--- src/rtl/spi_cmd_responder_pkg.sv ---
// Shared spi_slave control-port map, command-word field layout and responder FSM encoding.
package spi_cmd_responder_pkg;

    localparam int SPI_ADDR_W = 3;
    localparam int SPI_DATA_W = 32;

    localparam logic [SPI_ADDR_W-1:0] SPI_TX         = 3'd0;
    localparam logic [SPI_ADDR_W-1:0] SPI_RX         = 3'd1;
    localparam logic [SPI_ADDR_W-1:0] SPI_READY      = 3'd2;
    localparam logic [SPI_ADDR_W-1:0] SPI_INTRRPT_EN = 3'd3;

    // Command word layout: opcode[31:30], index[27:24], payload[15:0]
    localparam int CMD_OPC_LSB = 30;
    localparam int CMD_IDX_LSB = 24;
    localparam int CMD_PAY_W   = 16;

    typedef enum logic [1:0] {
        OP_NOP   = 2'b00,
        OP_WRITE = 2'b01,
        OP_READ  = 2'b10,
        OP_ECHO  = 2'b11
    } opcode_e;

    typedef enum logic [2:0] {
        ST_INIT   = 3'd0,
        ST_WAIT   = 3'd1,
        ST_CHK    = 3'd2,
        ST_RD_RX  = 3'd3,
        ST_RD_CAP = 3'd4,
        ST_EXEC   = 3'd5,
        ST_WR_TX  = 3'd6
    } state_e;

endpackage

--- src/rtl/spi_rsp_regfile.sv ---
// Responder register file: one write port, two combinational read ports, synchronous clear.
module spi_rsp_regfile #(
    parameter int NREGS_W = 4
) (
    input  logic               clk,
    input  logic               rst,
    input  logic               i_we,
    input  logic [NREGS_W-1:0] i_waddr,
    input  logic [31:0]        i_wdata,
    input  logic [NREGS_W-1:0] i_raddr_a,
    output logic [31:0]        o_rdata_a,
    input  logic [NREGS_W-1:0] i_raddr_b,
    output logic [31:0]        o_rdata_b
);

    logic [31:0] r_mem [2**NREGS_W];

    always_ff @(posedge clk) begin
        if (rst) begin
            for (int i = 0; i < 2**NREGS_W; i++) begin
                r_mem[i] <= '0;
            end
        end else if (i_we) begin
            r_mem[i_waddr] <= i_wdata;
        end
    end

    assign o_rdata_a = r_mem[i_raddr_a];
    assign o_rdata_b = r_mem[i_raddr_b];

endmodule

--- src/rtl/spi_cmd_responder.sv ---
// Command responder on the spi_slave control port: fetch word, execute, write response.
// Define SPI_RSP_INTRRPT_EN for interrupt-driven fetch instead of polling SPI_READY.
module spi_cmd_responder
    import spi_cmd_responder_pkg::*;
#(
    parameter int NREGS_W = 4
) (
    input  logic                  clk,
    input  logic                  rst,
    output logic [SPI_ADDR_W-1:0] address,
    output logic [SPI_DATA_W-1:0] data_in,
    input  logic [SPI_DATA_W-1:0] data_out,
    output logic                  sel,
    output logic                  we,
    input  logic                  interrupt,
    input  logic [NREGS_W-1:0]    reg_raddr,
    output logic [31:0]           reg_rdata,
    output logic [15:0]           cmd_cnt,
    output logic                  busy
);

    state_e                r_state;
    logic                  r_sel;
    logic                  r_we;
    logic [SPI_ADDR_W-1:0] r_addr;
    logic [SPI_DATA_W-1:0] r_data_in;
    logic [31:0]           r_rx_word;
    logic [15:0]           r_cmd_cnt;

    opcode_e               w_opcode;
    logic [NREGS_W-1:0]    w_idx;
    logic                  w_rf_we;
    logic [31:0]           w_exec_rdata;
    logic [31:0]           w_response;

    assign w_opcode = opcode_e'(r_rx_word[CMD_OPC_LSB +: 2]);
    assign w_idx    = r_rx_word[CMD_IDX_LSB +: NREGS_W];
    assign w_rf_we  = (r_state == ST_EXEC) && (w_opcode == OP_WRITE);

    spi_rsp_regfile #(.NREGS_W(NREGS_W)) u_regfile (
        .clk       (clk),
        .rst       (rst),
        .i_we      (w_rf_we),
        .i_waddr   (w_idx),
        .i_wdata   ({16'h0, r_rx_word[CMD_PAY_W-1:0]}),
        .i_raddr_a (w_idx),
        .o_rdata_a (w_exec_rdata),
        .i_raddr_b (reg_raddr),
        .o_rdata_b (reg_rdata)
    );

    // READ returns the entry as it stood before this EXEC's write edge.
    always_comb begin
        w_response = '0;
        case (w_opcode)
            OP_READ: w_response = w_exec_rdata;
            OP_ECHO: w_response = r_rx_word;
            default: w_response = '0;
        endcase
    end

`ifdef SPI_RSP_INTRRPT_EN
    logic r_init_done;
`else
    logic w_unused_intr;
    assign w_unused_intr = interrupt;
`endif

    // Bus outputs are registered for the state being entered.
    always_ff @(posedge clk) begin
        if (rst) begin
            r_state   <= ST_INIT;
            r_sel     <= 1'b0;
            r_we      <= 1'b0;
            r_addr    <= '0;
            r_data_in <= '0;
            r_rx_word <= '0;
            r_cmd_cnt <= '0;
`ifdef SPI_RSP_INTRRPT_EN
            r_init_done <= 1'b0;
`endif
        end else begin
            case (r_state)
`ifdef SPI_RSP_INTRRPT_EN
                ST_INIT: begin
                    if (!r_init_done) begin
                        r_init_done <= 1'b1;
                        r_sel       <= 1'b1;
                        r_we        <= 1'b1;
                        r_addr      <= SPI_INTRRPT_EN;
                        r_data_in   <= 32'd1;
                    end else begin
                        r_state   <= ST_WAIT;
                        r_sel     <= 1'b0;
                        r_we      <= 1'b0;
                        r_addr    <= '0;
                        r_data_in <= '0;
                    end
                end
                ST_WAIT: begin
                    if (interrupt) begin
                        r_state <= ST_RD_RX;
                        r_sel   <= 1'b1;
                        r_addr  <= SPI_RX;
                    end
                end
`else
                ST_INIT: begin
                    r_state <= ST_WAIT;
                    r_sel   <= 1'b1;
                    r_addr  <= SPI_READY;
                end
                ST_WAIT: begin
                    r_state <= ST_CHK;
                end
                ST_CHK: begin
                    if (data_out != '0) begin
                        r_state <= ST_RD_RX;
                        r_addr  <= SPI_RX;
                    end else begin
                        r_state <= ST_WAIT;
                    end
                end
`endif
                ST_RD_RX: begin
                    r_state <= ST_RD_CAP;
                    r_sel   <= 1'b0;
                end
                ST_RD_CAP: begin
                    r_state   <= ST_EXEC;
                    r_rx_word <= data_out;
                end
                ST_EXEC: begin
                    r_state   <= ST_WR_TX;
                    r_cmd_cnt <= r_cmd_cnt + 16'd1;
                    r_sel     <= 1'b1;
                    r_we      <= 1'b1;
                    r_addr    <= SPI_TX;
                    r_data_in <= w_response;
                end
                ST_WR_TX: begin
                    r_state   <= ST_WAIT;
                    r_we      <= 1'b0;
                    r_data_in <= '0;
`ifdef SPI_RSP_INTRRPT_EN
                    r_sel     <= 1'b0;
                    r_addr    <= '0;
`else
                    r_addr    <= SPI_READY;
`endif
                end
                default: begin
                    r_state <= ST_INIT;
                    r_sel   <= 1'b0;
                    r_we    <= 1'b0;
                end
            endcase
        end
    end

    // Reset gates the bus immediately so an in-flight TX write is dropped.
    assign sel     = r_sel & ~rst;
    assign we      = r_we & ~rst;
    assign address = rst ? '0 : r_addr;
    assign data_in = rst ? '0 : r_data_in;
    assign cmd_cnt = r_cmd_cnt;
    assign busy    = rst | (r_state != ST_WAIT);

endmodule
--- config.mk ---
export PLATFORM = sky130hd
export DESIGN_NAME = spi_cmd_responder
export DESIGN_NICKNAME = d
export VERILOG_FILES = /design/src/rtl/spi_cmd_responder_pkg.sv /design/src/rtl/spi_rsp_regfile.sv /design/src/rtl/spi_cmd_responder.sv
export SDC_FILE = /design/constraint.sdc
export NUM_CORES = 1
export LEC_CHECK = 0
export CAP_MARGIN = 30
export CELL_PAD_IN_SITES_DETAIL_PLACEMENT = 1
export CELL_PAD_IN_SITES_GLOBAL_PLACEMENT = 1
export CORE_AREA = 3 3 185 205
export DETAILED_ROUTE_END_ITERATION = 8
export DIE_AREA = 0 0 188 208
export PLACE_DENSITY = 0.79
export SLEW_MARGIN = 0
export SYNTH_ARGS = -nofsm -noshare
export SYNTH_HDL_FRONTEND = slang
export SYNTH_SLANG_ARGS = --single-unit
--- constraint.sdc ---
create_clock -name clk -period 2.6 [get_ports clk]
set_input_delay 0.52 -clock clk [delete_from_list [all_inputs] [get_ports clk]]
set_output_delay 0.52 -clock clk [all_outputs]
set_load 0.05 [all_outputs]
==> results of run 1 <==
-- registers in the layout, summed over array words and instances (netlist names), named ones only --
name             cells
u_regfile.r_mem    256
r_rx_word           32
r_data_in           31
cmd_cnt             16
r_state              3
r_addr               2
r_sel                1
r_we                 1
-- layout make-up --
| cell class | instances | area (µm²) |
|---|---|---|
| Timing Repair Buffer | 182 | 1730 |
| Clock inverter | 11 | 110 |
| Tap cell | 487 | 609 |
| Clock buffer | 59 | 1140 |
| Fill cell | 3461 | 15500 |
| Sequential cell | 346 | 9490 |
| Antenna cell | 1 | 2.50 |
| Inverter | 6 | 22.5 |
| Multi-Input combinational cell | 826 | 7480 |
-- timing repair --
item / 4_1_cts / 5_1_grt
gates resized for setup: 20 / 0
setup buffers: 15 / 6
hold buffers: 0 / 0
cloned: 1 / 0
endpoints found under the setup margin: 16 / 16
-- per-stage QoR --
step | utilization (%) | TNS [ns]
final | 57.1 | -1.32
after CTS | 56.9 | -1.52
after global routing | 57.1 | -1.87
after detailed placement | 52.9 | -2.37
after floorplan | - | 0
after global placement | 52.9 | -2.17
-- routing by layer --
| layer | up-vias | part of all wire [%] | GRT usage (%) |
|---|---|---|---|
| met5 | - | 0 | 0 |
| li1 | 4969 | - | - |
| met1 | 6045 | 39 | 32.8 |
| met4 | 0 | 4.3 | 11.1 |
| met3 | 107 | 4.6 | 3.07 |
| met2 | 376 | 52 | 46.2 |
-- critical path, stage by stage (launching register included) --
cell      delay [ns]
edfxtp_1        0.42
mux4_2          0.55
mux4_2          0.50
buf_6           0.17
-- placed cells by master, fill, tap and decap left out, types with 4 or more instances in the layout --
cell             Yosys  final
nand3_1             11     11
conb_1               1     17
nand2_1             95     95
clkinv_2             0      4
nor3_4               5      5
and2_1             257    257
mux4_2             142    142
edfxtp_1           256    256
nor2_1              37     36
mux2_2              24     24
mux2i_1              4      4
clkbuf_16            0     42
dfxtp_1             90     88
a22oi_1             37     37
inv_1                5      5
nor2_2               9     10
buf_12               0     12
nand4_1              7      7
xor2_1               5      5
nand2b_1             6      6
clkdlybuf4s50_1      0     50
clkbuf_1            49     14
nor4_1              10     10
buf_6                6     17
nor2b_1             37     37
xnor2_1              7      7
a21oi_1             44     44
or2_2               16     16
buf_4               24    100
o211ai_1            15     15
-- power groups by stage --
stage	Clock [µW]	Combinational, µW	Sequential, µW
detailed placement	0	1050	6300
global placement	0	1030	6290
floorplan	0	734	6230
global route	5760	1160	6200
CTS	5540	1110	6190
finish	5460	1110	6190
-- worst max path at each step --
stage,endpoint,cells past startpoint
final,reg_rdata[6],3
after global routing,reg_rdata[3],3
after CTS,reg_rdata[3],3
after detailed placement,reg_rdata[6],5
after global placement,reg_rdata[6],5
after floorplan,reg_rdata[0],4
-- cell families (layout without fill, tap and decap cells) --
kind of cell               count (synthesis)  count (layout)  share of synthesized area [%]
and+or+nand+nor                          519             519                           17.6
DFF                                      346             346                           54.0
muxes                                    171             171                           20.0
buffers and inverters                    129             258                           3.76
AOI/OAI and AO/OA                        106             106                           3.94
xor gates and xnor gates                  12              12                          0.598
adders and majority gates                  1               1                         0.0712
other                                      1              18                         0.0213
==> results.py, run 1 <==
metrics = {
    "logic_synthesis": {
        "syn_area_um2": 17600,
        "synth.distinct_cells": 58,
        "synthFlopType": "edfxtp_1",
        "synth_common_cells": "257 x and2_1, 256 x edfxtp_1, 142 x mux4_2",
        "synth.most_common_cell": "and2_1",
        "syn_area_per_cell_um2": 13.7,
        "synth_top_area_cell": "edfxtp_1",
        "async_reset_ff_share_pct": 0,
        "post-synth-top-area-fraction_pct": 43.8,
        "yosys_warnings": 0,
        "synth_seq_area_share_pct": 54.0,
        "synthCells": 1285,
        "synth-edff-count": 256,
        "synth_seq_cells": 346,
        "netlist_top_cells_area": "edfxtp_1 44%, mux4_2 18%, dfxtp_1 10%, and2_1 9.2%, nand2_1 2.0%",
    },
    "route": {
        "wl_per_cell_um": 26.7,
        "initialDrtViolationCount": 1098,
        "ant_nets": 0,
        "drt-vias-per-instance": 5.99,
        "vias": 11500,
        "dr.pass1.iters": 5,
        "routed_wl_um": 51100,
        "drc": 0,
    },
    "pwr": {
        "swShare_pct": 23.4,
        "ir_worst_vdd_mv": 0.501,
        "power_leakage_uw": 0.00739,
        "clkPwrFrac_pct": 42.8,
        "cellPowerDensity_nw_per_um2": 619,
        "internal-power_uw": 9770,
        "p_comb_share_pct": 8.7,
        "totalPowerFinal_uw": 12800,
        "seq_power_share_pct": 48.5,
        "power_switching_uw": 2980,
    },
    "status": {
        "violations": "setup timing",
        "status": "finished with violations",
    },
    "global_routing": {
        "grt_use_total_pct": 26.2,
        "grt.overflow.total": 0,
        "grt_first_pass_wirelength_um": 77500,
        "antenna_found_initial": 0,
        "first_global_vias": 12400,
        "grt_max_degree": 78,
    },
    "setup_path": {
        "cp-end-kind": "output port",
        "path_class": "register to output port",
        "cp.arrival_ns": 2.18,
        "critPathMaxFanout": 2,
        "startpoint_type": "register",
        "cp_data_required_time_ns": 2.08,
        "reg2reg_to": "u_regfile.r_mem[8][3]$_SDFFCE_PN0P_",
        "reg2reg_from": "r_rx_word[30]$_SDFFE_PP0P_",
        "r2r_setup_slack_ns": 0.49,
        "startpoint": "u_regfile.r_mem[2][6]$_SDFFCE_PN0P_",
        "rr_worst_depth": 4,
    },
    "clock_tree": {
        "clk_pin_slew_ns": 0.06,
        "clock_sinks": 346,
        "cts_buffer_depth": 3,
        "cts_made_buffers": 39,
        "clock_latency_ns": 0.54,
        "cts_root_buf": "clkbuf_16",
        "h-tree-depth": 2,
        "cts_tree": "built",
    },
    "place": {
        "pre_cts_ws_ns": -0.194,
        "port_buffers": 106,
        "dp_hpwl_um": 34400,
        "gp_congestion": 0.837,
        "dp.cells": 1825,
        "place_area_um2": 19100,
    },
    "sta": {
        "finalMaxSlewViolations": 0,
        "setup_slack_ns": -0.102,
        "worstMarginPinSlew_ns": 0.831,
        "max_freq_mhz": 370,
        "fin_crit_sh_pct": 104,
        "slew_headroom_pct": 44.6,
        "layout_min_cycle_time_ns": 2.70,
        "skew_ns": 0.0165,
        "setup_violations": 16,
        "final_hold_viol_count": 0,
        "holdWs_ns": 0.230,
        "rsz0062_at_grt": "yes",
    },
    "hold_path": {
        "min_path_type": "input port to register",
        "holdPathEnd": "r_state[1]$_SDFF_PP0_",
        "holdPathStages": 2,
        "hold_start": "rst",
    },
    "die": {
        "start_util_pct": 48.7,
        "die_w_um": 188,
        "coreArea_um2": 36100,
        "ios": 125,
        "die_area_um2": 39100,
        "rows": 73,
        "die_h_um": 208,
    },
    "finish": {
        "syn_to_final_growth_pct": 17.2,
        "fin_nets": 1441,
        "drive_gt1_share_pct": 27.9,
        "layout.cells.non_filler": 1918,
        "final_area_um2": 20600,
    },
    "flow_run": {
        "maxCapViolations": 0,
    },
}
(Power assumes the default switching activity.)
==> run 2: changes to the inputs <==
--- a/config.mk
+++ b/config.mk
@@ -11,6 +11,7 @@
 export CORE_AREA = 3 3 185 205
 export DETAILED_ROUTE_END_ITERATION = 8
 export DIE_AREA = 0 0 188 208
+export GPL_ROUTABILITY_DRIVEN = 0
 export PLACE_DENSITY = 0.79
 export SLEW_MARGIN = 0
 export SYNTH_ARGS = -nofsm -noshare
==> constraint.sdc (replaced) <==
create_clock -name clk -period 2.6 [get_ports clk]
set_input_delay 0.52 -clock clk [delete_from_list [all_inputs] [get_ports clk]]
set_output_delay 0.52 -clock clk [all_outputs]
set_load 0.005 [all_outputs]
==> results.py, run 2 (synthesis gave the netlist of run 1 again) <==
metrics = {
    "die": {
        "die_area_um2": 39100,
        "coreArea_um2": 36100,
        "ios": 125,
        "die_h_um": 208,
        "rows": 73,
        "start_util_pct": 48.7,
        "die_w_um": 188,
    },
    "sta": {
        "rsz0062_at_grt": "yes",
        "setup_slack_ns": -0.0887,
        "layout_min_cycle_time_ns": 2.69,
        "fin_crit_sh_pct": 103,
        "final_hold_viol_count": 0,
        "holdWs_ns": 0.401,
        "finalSetupTns_ns": -0.644,
        "max_freq_mhz": 372,
        "skew_ns": 0.0224,
        "finalMaxSlewViolations": 0,
        "worstMarginPinSlew_ns": 0.931,
        "setup_violations": 16,
        "slew_headroom_pct": 37.9,
    },
    "global_routing": {
        "grt_use_total_pct": 26.7,
        "grt_first_pass_wirelength_um": 78600,
        "grt.overflow.total": 0,
        "antenna_found_initial": 0,
        "grt_max_degree": 86,
        "first_global_vias": 12600,
    },
    "place": {
        "place_area_um2": 19200,
        "dp_hpwl_um": 37400,
        "port_buffers": 106,
    },
    "setup_path": {
        "path_class": "register to output port",
        "cp_data_required_time_ns": 2.08,
        "reg2reg_from": "r_state[1]$_SDFF_PP0_",
        "startpoint_type": "register",
        "cp-end-kind": "output port",
        "startpoint": "u_regfile.r_mem[12][15]$_SDFFCE_PN0P_",
        "cp.arrival_ns": 2.17,
        "critPathMaxFanout": 2,
    },
    "route": {
        "top_layer_used": "met4",
        "routed_wl_um": 52000,
        "drc": 0,
        "wl_met2_um": 28200,
        "wl_met3_um": 2480,
        "dr.pass1.iters": 5,
        "met1_length_um": 18800,
        "vias": 11500,
        "ant_nets": 0,
        "drt-vias-per-instance": 6.04,
        "wl_per_cell_um": 27.4,
        "initialDrtViolationCount": 1108,
    },
    "clock_tree": {
        "hold_buffers": 0,
        "clk_pin_slew_ns": 0.06,
        "h-tree-depth": 2,
        "clock_latency_ns": 0.55,
        "cts_buffer_depth": 3,
        "cts_made_buffers": 38,
        "cts_tree": "built",
        "cts_root_buf": "clkbuf_16",
        "clock_sinks": 346,
    },
    "hold_path": {
        "min_path_type": "input port to register",
        "hold_start": "rst",
    },
    "finish": {
        "antenna_cells": 0,
        "mostFrequentLayoutCells": "257 x and2_1, 256 x edfxtp_1, 142 x mux4_2",
        "finish.utilization_pct": 56.6,
        "regMostFlops": "u_regfile.r_mem",
        "final_area_um2": 20400,
        "syn_to_final_growth_pct": 16.2,
        "reg.largest.list": "u_regfile.r_mem x256, r_rx_word x32, r_data_in x31",
        "largest_reg_flops": 256,
        "fin_nets": 1424,
        "fill_cells": 3504,
        "drive_gt1_share_pct": 24.7,
        "final_common_cell": "and2_1",
    },
    "pwr": {
        "cellPowerDensity_nw_per_um2": 600,
        "power_leakage_uw": 0.00721,
        "ir_worst_vdd_mv": 0.508,
        "totalPowerFinal_uw": 12300,
    },
    "status": {
        "status": "finished with violations",
        "violations": "setup timing",
    },
    "flow_run": {
        "maxCapViolations": 0,
    },
}
[run 2: cell type report]
cell class                      instances  area (µm²)  share of cell area [%]
Clock buffer                           49        1040                    5.12
Clock inverter                         20         146                   0.717
Inverter                                6        22.5                   0.110
Multi-Input combinational cell        826        7480                    36.7
Sequential cell                       346        9500                    46.5
Tap cell                              487         609                    2.99
Timing Repair Buffer                  166        1610                    7.89
[run 2: what timing repair did]
| item | CTS | global route |
|---|---|---|
| buffers inserted | 4 | 0 |
| setup endpoints to repair | 16 | 17 |
| endpoints found under the hold margin | 0 | 0 |
| resized for setup | 67 | 3 |
[run 2: worst paths after layout]
path         cells past startpoint                          to  slack (ns)
max                              3               reg_rdata[15]       -0.09
min                              3   r_rx_word[3]$_SDFFE_PP0P_        0.40
max reg2reg                      5  r_data_in[16]$_SDFFE_PP0P_        0.32
min reg2reg                      1       r_state[0]$_SDFF_PP0_        0.46
[run 2: worst max-delay path: stages, from the launching register on]
cell,delay [ns]
edfxtp_1,0.44
mux4_2,0.49
mux4_2,0.54
buf_2,0.16
[run 2: where the power goes]
group / total [µW] / switching (µW) / internal (µW) / leakage, µW
registers: 6220 / 156 / 6070 / 0.00337
clock network: 5190 / 2240 / 2960 / 0.000593
logic: 835 / 403 / 431 / 0.00324
[run 2: through the flow]
step                worst slack, ns  instances
global placement             -0.345       1827
floorplan                     0.221       1301
global route                 -0.111       1900
finish                      -0.0887       1900
detailed placement           -0.382       1827
CTS                         -0.0976       1900
[run 2: layer usage]
metal | GRT usage [%] | vias up
met5 | 0 | -
met4 | 12.8 | 0
met3 | 3.37 | 134
met2 | 48.9 | 419
met1 | 31.1 | 5991
li1 | - | 4938
